===== config.mk =====
export PLATFORM = sky130hd
export DESIGN_NAME = saph_num_unpack_seq_flat
export DESIGN_NICKNAME = d
export VERILOG_FILES = /design/src/rtl/saph_num_unpack_seq_if.sv /design/src/rtl/saph_num_unpack_seq.sv /design/src/flat_wrapper.sv
export SDC_FILE = /design/constraint.sdc
export NUM_CORES = 1
export LEC_CHECK = 0
export CAP_MARGIN = 20
export CORE_ASPECT_RATIO = 1.1
export CORE_MARGIN = 2
export CORE_UTILIZATION = 60
export DETAILED_ROUTE_END_ITERATION = 12
export PLACE_DENSITY = 0.82
export SKIP_CTS_REPAIR_TIMING = 1
export SYNTH_ARGS = -nofsm -noshare
export SYNTH_HDL_FRONTEND = slang
export SYNTH_SLANG_ARGS = --single-unit

===== constraint.sdc =====
create_clock -name clk -period 13.7 [get_ports clk]
set_input_delay 1.37 -clock clk [delete_from_list [all_inputs] [get_ports clk]]
set_output_delay 1.37 -clock clk [all_outputs]
set_load 0.01 [all_outputs]

===== src/rtl/saph_num_unpack_seq_if.sv =====
// Handshake bundle for saph_num_unpack_seq: word input, field output, config and status.
// The slave modport is the sequencer side; the master modport is the producer/consumer side.
interface saph_num_unpack_seq_if #(
  parameter int word_width   = 32,
  parameter int pack_width   = 8,
  parameter int unpack_width = 8
);
  localparam int cfg_bits = $clog2(pack_width + 1);

  logic [cfg_bits-1:0]     cfg_width;
  logic [word_width-1:0]   in_data;
  logic                    in_valid;
  logic                    in_ready;
  logic [unpack_width-1:0] out_data;
  logic                    out_valid;
  logic                    out_ready;
  logic                    out_last;
  logic                    flush;
  logic                    busy;

  modport master (
    output cfg_width, in_data, in_valid, out_ready, flush,
    input  in_ready, out_data, out_valid, out_last, busy
  );

  modport slave (
    input  cfg_width, in_data, in_valid, out_ready, flush,
    output in_ready, out_data, out_valid, out_last, busy
  );
endinterface


===== src/rtl/saph_num_unpack_seq.sv =====
// Field unpacker: slices packed words LSB-first at a runtime width and widens each
// field by MSB replication (saph_num_exp) for the per-channel colour path.

module saph_num_exp #(
  parameter int pack_width   = 8,
  parameter int unpack_width = 8
) (
  input  logic [pack_width-1:0]            exp_in,
  input  logic [$clog2(pack_width+1)-1:0]  width,
  output logic [unpack_width-1:0]          exp_out
);
  localparam int wb = $clog2(pack_width + 1);
  localparam int pb = (pack_width > 1) ? $clog2(pack_width) : 1;
  localparam logic [wb-1:0] w_max = wb'(pack_width);
  localparam logic [wb-1:0] w_top = wb'(pack_width - 1);
  localparam logic [wb-1:0] w_one = wb'(32'd1);

  logic [wb-1:0] w_eff_s;
  logic [wb-1:0] cnt_s;

  // Walk output bits MSB-down, re-reading the aligned field every w bits.
  always_comb begin
    exp_out = {unpack_width{1'b0}};
    cnt_s   = {wb{1'b0}};
    if (width == {wb{1'b0}} || width > w_max) begin
      w_eff_s = w_max;
    end else begin
      w_eff_s = width;
    end
    for (int x = 0; x < unpack_width; x++) begin
      exp_out[unpack_width-1-x] = exp_in[pb'(w_top - cnt_s)];
      if (cnt_s + w_one >= w_eff_s) begin
        cnt_s = {wb{1'b0}};
      end else begin
        cnt_s = cnt_s + w_one;
      end
    end
  end
endmodule

module saph_num_unpack_seq #(
  parameter int word_width   = 32,
  parameter int pack_width   = 8,
  parameter int unpack_width = 8
) (
  input  logic                 clk,
  input  logic                 rst,
  saph_num_unpack_seq_if.slave bus
);
  localparam int wb = $clog2(pack_width + 1);
  localparam int kb = $clog2(word_width + 1);
  localparam logic [wb-1:0] w_max = wb'(pack_width);
  localparam logic [wb-1:0] w_one = wb'(32'd1);
  localparam logic [kb-1:0] k_one = kb'(32'd1);

  typedef enum logic [0:0] {IDLE = 1'b0, EMIT = 1'b1} state_t;

  state_t                  state_r, state_n;
  logic [word_width-1:0]   buf_r, buf_n;
  logic [wb-1:0]           w_r, w_n, w_legal_s;
  logic [kb-1:0]           k_r, k_n, n_r, n_n;
  logic                    last_s, in_ready_s;
  logic [kb+wb-1:0]        off_s;
  logic [word_width-1:0]   shifted_s;
  logic [pack_width-1:0]   mask_s, field_s, exp_in_s;
  logic [unpack_width-1:0] exp_out_s;

  // Constant table of floor(word_width / w); out-of-range widths map to pack_width.
  function automatic logic [kb-1:0] field_count(input logic [wb-1:0] w);
    field_count = kb'(word_width / pack_width);
    for (int i = 1; i <= pack_width; i++) begin
      field_count = (w == wb'(i)) ? kb'(word_width / i) : field_count;
    end
  endfunction

  // Legalise the configured width as seen at word accept.
  always_comb begin
    if (bus.cfg_width >= w_one && bus.cfg_width <= w_max) begin
      w_legal_s = bus.cfg_width;
    end else begin
      w_legal_s = w_max;
    end
  end

  assign off_s     = {{wb{1'b0}}, k_r} * {{kb{1'b0}}, w_r};
  assign shifted_s = buf_r >> off_s;
  assign mask_s    = ~({pack_width{1'b1}} << w_r);
  assign field_s   = shifted_s[pack_width-1:0] & mask_s;
  assign exp_in_s  = field_s << (w_max - w_r);
  assign last_s    = (k_r == n_r - k_one);

  saph_num_exp #(
    .pack_width   (pack_width),
    .unpack_width (unpack_width)
  ) u_exp (
    .exp_in  (exp_in_s),
    .width   (w_r),
    .exp_out (exp_out_s)
  );

  assign bus.out_data  = exp_out_s;
  assign bus.out_valid = (state_r == EMIT);
  assign bus.out_last  = (state_r == EMIT) & last_s;
  assign bus.busy      = (state_r == EMIT);
  assign bus.in_ready  = in_ready_s;

  // Next-state: accept in IDLE, step fields in EMIT; the last handshake may reload directly.
  always_comb begin
    state_n    = state_r;
    buf_n      = buf_r;
    w_n        = w_r;
    n_n        = n_r;
    k_n        = k_r;
    in_ready_s = 1'b0;
    case (state_r)
      IDLE: begin
        in_ready_s = 1'b1;
        if (bus.in_valid) begin
          buf_n   = bus.in_data;
          w_n     = w_legal_s;
          n_n     = field_count(w_legal_s);
          k_n     = {kb{1'b0}};
          state_n = EMIT;
        end else begin
          state_n = IDLE;
        end
      end
      EMIT: begin
        in_ready_s = bus.out_ready & last_s & ~bus.flush;
        if (bus.flush) begin
          state_n = IDLE;
        end else if (bus.out_ready && !last_s) begin
          k_n = k_r + k_one;
        end else if (bus.out_ready && bus.in_valid) begin
          buf_n   = bus.in_data;
          w_n     = w_legal_s;
          n_n     = field_count(w_legal_s);
          k_n     = {kb{1'b0}};
          state_n = EMIT;
        end else if (bus.out_ready) begin
          state_n = IDLE;
        end else begin
          state_n = EMIT;
        end
      end
      default: begin
        state_n = IDLE;
      end
    endcase
  end

  // State and word-holding registers.
  always_ff @(posedge clk or posedge rst) begin
    if (rst) begin
      state_r <= IDLE;
      buf_r   <= {word_width{1'b0}};
      w_r     <= {wb{1'b0}};
      n_r     <= {kb{1'b0}};
      k_r     <= {kb{1'b0}};
    end else begin
      state_r <= state_n;
      buf_r   <= buf_n;
      w_r     <= w_n;
      n_r     <= n_n;
      k_r     <= k_n;
    end
  end
endmodule


===== src/flat_wrapper.sv =====
// flat-port wrapper written by rule: the top's interface ports become plain ports
module saph_num_unpack_seq_flat 
#(
  parameter int word_width   = 32,
  parameter int pack_width   = 8,
  parameter int unpack_width = 8
)
  (clk, rst, bus_cfg_width, bus_in_data, bus_in_valid, bus_out_ready, bus_flush, bus_in_ready, bus_out_data, bus_out_valid, bus_out_last, bus_busy);
  saph_num_unpack_seq_if #(.word_width(word_width), .pack_width(pack_width), .unpack_width(unpack_width)) bus_i ();
  input  logic clk;
  input  logic rst;
  input wire logic [$bits(bus_i.cfg_width)-1:0] bus_cfg_width;
  input wire logic [$bits(bus_i.in_data)-1:0] bus_in_data;
  input wire logic [$bits(bus_i.in_valid)-1:0] bus_in_valid;
  input wire logic [$bits(bus_i.out_ready)-1:0] bus_out_ready;
  input wire logic [$bits(bus_i.flush)-1:0] bus_flush;
  output wire logic [$bits(bus_i.in_ready)-1:0] bus_in_ready;
  output wire logic [$bits(bus_i.out_data)-1:0] bus_out_data;
  output wire logic [$bits(bus_i.out_valid)-1:0] bus_out_valid;
  output wire logic [$bits(bus_i.out_last)-1:0] bus_out_last;
  output wire logic [$bits(bus_i.busy)-1:0] bus_busy;
  assign bus_i.cfg_width = bus_cfg_width;
  assign bus_i.in_data = bus_in_data;
  assign bus_i.in_valid = bus_in_valid;
  assign bus_i.out_ready = bus_out_ready;
  assign bus_i.flush = bus_flush;
  assign bus_in_ready = bus_i.in_ready;
  assign bus_out_data = bus_i.out_data;
  assign bus_out_valid = bus_i.out_valid;
  assign bus_out_last = bus_i.out_last;
  assign bus_busy = bus_i.busy;
  saph_num_unpack_seq #(.word_width(word_width), .pack_width(pack_width), .unpack_width(unpack_width)) u_core (.clk(clk), .rst(rst), .bus(bus_i));
endmodule

## Word level (Yosys, flattened, before mapping)

Index checks and enable logic that the tools add are counted.

- Input port bits: 41
- Output and inout port bits: 12
- Logic and storage cells: 129
- Flip-flop bits (word level): 49

- $add $sub $neg: 16
- Reductions and logical operators: 8
- Bitwise operators: 7
- Shift-type cells: 3
- $lt $le $gt $ge: 17
- Mux-type cells: 58
- Multipliers: 1
- Eq/ne operators: 14

Operator list:

| operator | number |
|---|---|
| $mux W32 | 4 |
| $mux W6 | 16 |
| $pmux W32 S2 | 1 |
| $mux W4 | 11 |
| $shr A32 B10 Y8 | 1 |
| $lt A3 B4 Y1 const B | 7 |
| $add A4 B1 Y4 const B | 6 |
| $ge A4 B4 Y1 | 6 |
| $pmux W6 S2 | 2 |
| $bmux W1 S3 | 7 |
| $sub A3 B3 Y3 const A | 7 |
| $eq A4 B3 Y1 const B | 4 |
| $mux W1 | 13 |
| $mul A6 B4 Y10 | 1 |
| $and A8 B8 Y8 | 1 |
| $eq A4 B2 Y1 const B | 2 |
| $ne A2 B2 Y1 const B | 4 |
| $not A8 Y8 | 1 |
| $pmux W4 S2 | 1 |
| $shl A8 B4 Y8 | 1 |
| $shl A8 B4 Y8 const A | 1 |
| $add A6 B1 Y6 const B | 1 |
| $eq A6 B6 Y1 | 1 |
| $sub A6 B1 Y6 const B | 1 |
| 18 further kinds | 24 |

## Logic depth before layout (Yosys ltp)

Gate-level depths: netlist of the first run.

- Word-level depth: 26
- Gate-level depth with buffers: 43
- Depth with buffers taken out: 41

## Hierarchy

Synthesis of the first run repeated with hierarchy kept, for this count alone.

- Cells, all modules: 616
- Area total of the unflattened synthesis: 5785.5 µm²

Modules (own cells, without submodules):

| module | times used | seq. area each (µm²) | cells an instance | area each (µm²) |
|---|---|---|---|---|
| saph_num_unpack_seq | 1 | 1226.2 | 471 | 4670.7 |
| saph_num_exp | 1 | 0.0 | 145 | 1114.8 |

## Least setup slack after synthesis of the first run

Ideal clock, no wire load.

- Path type: flip-flop to output port
- Start point: register u_core.w_r[0]
- End point: output bus_out_data[0]
- Path slack: 3111 ps
- Data arrival time: 9219 ps
- Stages on the path, launching flop included: 37
- Required time: 12330 ps
- Path through: dfrtp_1 buf_4 clkbuf_1 inv_1 ha_1 or3_1 nor2_1 inv_1 ha_1 nor3_1 and2_1 ha_1 ha_1 or3_1 a22oi_4 ha_1 ha_1 a2111oi_4 o21ba_2 buf_4 ha_1 xnor2_2 ha_1 a21oi_1 o21ai_1 a21boi_1 ha_1 xor2_1 ha_1 a21o_1 a21oi_1 ha_1 ha_1 o21ai_0 nand3b_1 and3_1 o31ai_1

- Word-level cells in the longest chain between the ends: 26
- Elaborated cells on any way between the ends: 34

Ends and longest elaborated chain:

| item | line | RTL |
|---|---|---|
| from (decl) | saph_num_unpack_seq.sv:60 | `logic [wb-1:0] w_r, w_n, w_legal_s;` |
| from (signal assigned) | saph_num_unpack_seq.sv:157 | `w_r <= {wb{1'b0}};` |
| from (signal assigned) | saph_num_unpack_seq.sv:163 | `w_r <= w_n;` |
| $gt A4 B4 Y1 / $logic_not A4 Y1 (equally long branches) | saph_num_unpack_seq.sv:25 | `if (width == {wb{1'b0}} \|\| width > w_max) begin` |
| $logic_or A1 B1 Y1 | saph_num_unpack_seq.sv:25 |  |
| $mux W4 | saph_num_unpack_seq.sv:25 |  |
| $ge A1 B4 Y1 | saph_num_unpack_seq.sv:32 | `if (cnt_s + w_one >= w_eff_s) begin` |
| $mux W1 | saph_num_unpack_seq.sv:32 |  |
| $add A4 B1 Y4 | saph_num_unpack_seq.sv:32, saph_num_unpack_seq.sv:35 |  |
| $ge A4 B4 Y1 | saph_num_unpack_seq.sv:32 |  |
| $mux W4 | saph_num_unpack_seq.sv:32 |  |
| [10 not listed] | - |  |
| $ge A4 B4 Y1 | saph_num_unpack_seq.sv:32 |  |
| $mux W4 | saph_num_unpack_seq.sv:32 |  |
| $add A4 B1 Y4 | saph_num_unpack_seq.sv:35 | `cnt_s = cnt_s + w_one;` |
| $ge A4 B4 Y1 | saph_num_unpack_seq.sv:32 |  |
| $mux W3 | saph_num_unpack_seq.sv:32 |  |
| $sub A3 B3 Y3 | saph_num_unpack_seq.sv:31 | `exp_out[unpack_width-1-x] = exp_in[pb'(w_top - cnt_s)];` |
| $bmux W1 S3 (*) | saph_num_unpack_seq.sv:31 |  |
| $mux W1 (implied by the code) (*) | saph_num_unpack_seq.sv:31 |  |
| to (decl) | flat_wrapper.sv:18 | `output wire logic [$bits(bus_i.out_data)-1:0] bus_out_data;` |

Mark *: on every way between the ends. The rest lies on a longest branch, timed or not. The select of a mux whose other input is x is not followed.

## Worst setup path after layout of the first run

- Start point: register u_core.w_r[1]
- End point: output bus_out_data[0]

Same word-level chain as after synthesis.

==> parameters.txt, run 1 <==
Parameter                              Value

Synth
  Share of the synthesized area in the top cell type    0.198
  Net count after synthesis    839
  Primary flip-flop cell chosen by synthesis mapping    sky130_fd_sc_hd__dfrtp_1
  Synth cell count leaders    152 x sky130_fd_sc_hd__nand2_1, 53 x sky130_fd_sc_hd__nor2_1, 49 x sky130_fd_sc_hd__dfrtp_1
  Count of flip-flops with a built-in enable after synthesis    0
  Top cell type by total area after synthesis    sky130_fd_sc_hd__dfrtp_1
  Share of flip-flops with an asynchronous set or reset    1.00
  Post-Synthesis Cells    755
  Fraction of the yosys area taken by sequential cells    0.198
  Post-synthesis area per instance    8.21 sq um
  FF+latch count, synth    49
  Yosys warning total    0
  Mapped Area    6200 sq um
  Top cells by area, synth    sky130_fd_sc_hd__dfrtp_1 20%, sky130_fd_sc_hd__nand2_1 9.2%, sky130_fd_sc_hd__mux4_2 8.0%
  Number of different library cells in the post-synthesis netlist    89
  Dominant cell by count in the synthesized netlist    sky130_fd_sc_hd__nand2_1

Power
  Portion of total power attributed to the clock network    0.062
  Share of total power in sequential cells    0.172
  Switching power share of the total    0.503
  Internal Pwr Total    0.000704 W
  Combinational fraction of design power    0.766
  Leakage power    2.94 nW
  Pwr Total    0.00142 W
  Switching Power    between 0.0007 and 0.0008 W
  Maximum VDD drop    0.000253 V
  Total power divided by cell area    209 nW/um^2

Timing
  Tmin final    ~12 ns
  Worst Skew    0.00745 ns
  Fmax achieved    80.4 MHz
  Final Max Tran Viols    0
  Tightest slew margin relative to the limit    0.276
  Share of the clock period used by the worst path after layout    0.908
  Setup_tns    0 ns
  Final setup violation count    0
  Fin. Hold Viols    0
  Least-Margin Pin Slew    ~1.1 ns
  Unrepaired setup endpoints after global routing    false

Finish
  P&R area growth vs syn    9.24%
  Antenna fix cells    0
  Final-stage net count    858
  Fraction of final layout cells with drive strength greater than 1    0.0930
  Number of filler instances in the final layout    about 830

Drt
  Number of DRC violations after detailed-routing iteration 0    541
  Number of detailed-routing iterations run before antenna repair    5
  Vias after detailed routing    just under 6000
  DRC Markers    0
  Wire length per cell    19.4 um
  Drt total wl    17400 um
  Post-DRT Antenna Nets    0
  Via density per instance    about 6.7

Place
  Input/output buffers    52
  Placed wire-length estimate after detailed placement    13200 um
  RePlAce Congestion    1.01

Worst setup path
  Kind of capture point of the worst setup path    output port
  Maximum cell stage delay along the critical path    0.66 ns
  Worst setup path category    reg -> out
  Most frequent CP cell    sky130_fd_sc_hd__ha_1
  Data required time at the worst endpoint    12.33 ns
  Setup crit start kind    flip-flop
  Largest fanout of any net on the critical path    15
  Crit path arrival time    11.07 ns
  Library cell contributing the largest single delay on the critical path    sky130_fd_sc_hd__dfrtp_1

Floorplanning
  Chip width    101 um
  Core Area    between 9000 and 10000 sq um
  Overall die area    11200 sq um
  Starting density of the core    0.621
  Ports placed on the boundary    53
  Row Count    38
  Chip height    between 100 and 150 um

Clock network
  Clock network latency to the later pin of the worst-skew pair    0.32 ns
  TritonCTS Sinks    49
  Total clock buffers created by CTS    5
  Clock Tree Root    sky130_fd_sc_hd__clkbuf_8
  CTS H-tree lvls    2
  Clock tree from TritonCTS    yes
  Clock transition time at the flip-flop clock pins of the worst setup and hold paths    0.08 ns
  Clock buffer depth    2

Global routing
  Largest net degree at the start of global routing    50
  Wire length of the first global-routing pass    29200 um
  Via count of the first global-routing pass    5886
  Total global routing overflow    0
  Global-route usage over all layers    0.323
  Antenna violations before repair    0

Run status
  Result of the run    completed

Run
  Max-cap violation count    0

Hold path
  Type of the worst min-delay path    reg -> reg
## cell type report
cell class                      count  area [sq um]  share of cell area
Timing Repair Buffer               60           593              0.0876
Inverter                           35           131              0.0194
Sequential cell                    49          1230               0.181
Clock buffer                        6          82.6              0.0122
Clock inverter                      1          7.51             0.00111
Tap cell                          120           150              0.0222
Multi-Input combinational cell    623          4580               0.677
## cell usage in the layout (no fill, tap or decap), drive strengths merged, types with 5 or more instances in the layout
cell type / count
a2111oi: 10
a211oi: 13
a21o: 5
a21oi: 23
a22oi: 6
a31oi: 5
and2: 23
and3: 10
buf: 8
clkbuf: 6
clkdlybuf4s50: 52
dfrtp: 49
fa: 8
ha: 35
inv: 34
mux2: 12
mux2i: 33
mux4: 22
nand2: 154
nand2b: 14
nand3: 22
nand4: 6
nor2: 53
nor2b: 5
nor3: 23
nor4: 5
o211ai: 5
o21ai: 28
or3: 6
xnor2: 11
xor2: 12
## path summary, 6_finish.rpt
| kind | startpoint | to | slack (ns) | cells after the start |
|---|---|---|---|---|
| min reg2reg | u_core.buf_r[0] | u_core.buf_r[0] | 0.52 | 2 |
| max in group asynchronous | rst | u_core.buf_r[16] | 11.84 | 3 |
| min | u_core.buf_r[0] | u_core.buf_r[0] | 0.52 | 2 |
| min in group asynchronous | rst | u_core.n_r[0] | 1.35 | 2 |
| max reg2reg | u_core.k_r[0] | u_core.w_r[3] | 10.84 | 8 |
| max | u_core.w_r[1] | bus_out_data[0] | 1.26 | 35 |
## metrics by stage
step	worst slack (ns)	utilization	hold WS [ns]	instances	cell area (sq um)
floorplan	3.11	-	0.441	755	6200
global placement	2.20	0.667	0.470	886	6660
detailed placement	1.73	0.667	0.502	886	6660
CTS	1.36	0.676	0.523	893	6750
global route	0.524	0.678	0.544	894	6770
finish	1.26	0.678	0.519	894	6770
## layer usage
metal | GRT usage | up-vias | wire length [um]
met5 | 0 | - | 0
met1 | 0.425 | 2834 | 7200
met2 | 0.541 | 279 | 8530
met3 | 0.0418 | 54 | 1060
met4 | 0.117 | 0 | 601
li1 | - | 2790 | -
## kinds of logic after synthesis
family	synth area share
flops	0.198
fa+ha+maj	0.0964
compound gates	0.198
buf+inv	0.0634
xor+xnor	0.0349
simple gates	0.254
mux	0.156
## registers in the layout (all words and copies together), names as in the netlist
signal,cells
u_core.k_r,6
u_core.buf_r,32
u_core.w_r,4
u_core.bus.busy,1
u_core.n_r,6
## critical path, delay by kind of cell, from the launching register on
| kind | cells | cell delay [ns] |
|---|---|---|
| AOI/OAI and AO/OA | 13 | 3.34 |
| DFF | 1 | 0.66 |
| and+or+nand+nor | 5 | 1.41 |
| adders and majority gates | 12 | 3.81 |
| buffers and inverters | 2 | 0.73 |
| xor gates and xnor gates | 3 | 0.78 |
## power by group through the flow
stage,logic [W],registers (W),clock network (W)
CTS,0.00107,0.000240,0.0000899
finish,0.00109,0.000243,0.0000883
floorplan,0.000806,0.000209,0
global route,0.00119,0.000249,0.0000946
global placement,0.00103,0.000237,0
detailed placement,0.00106,0.000242,0
Power figures use the tool's default switching activity.
==> inputs of run 2 (changes only) <==
--- a/config.mk
+++ b/config.mk
@@ -15,3 +15,4 @@
 export SYNTH_ARGS = -nofsm -noshare
 export SYNTH_HDL_FRONTEND = slang
 export SYNTH_SLANG_ARGS = --single-unit
+export TNS_END_PERCENT = 5
==> results of run 2 <==
No change in the layout: final DEF, timing and power equal those of run 1.
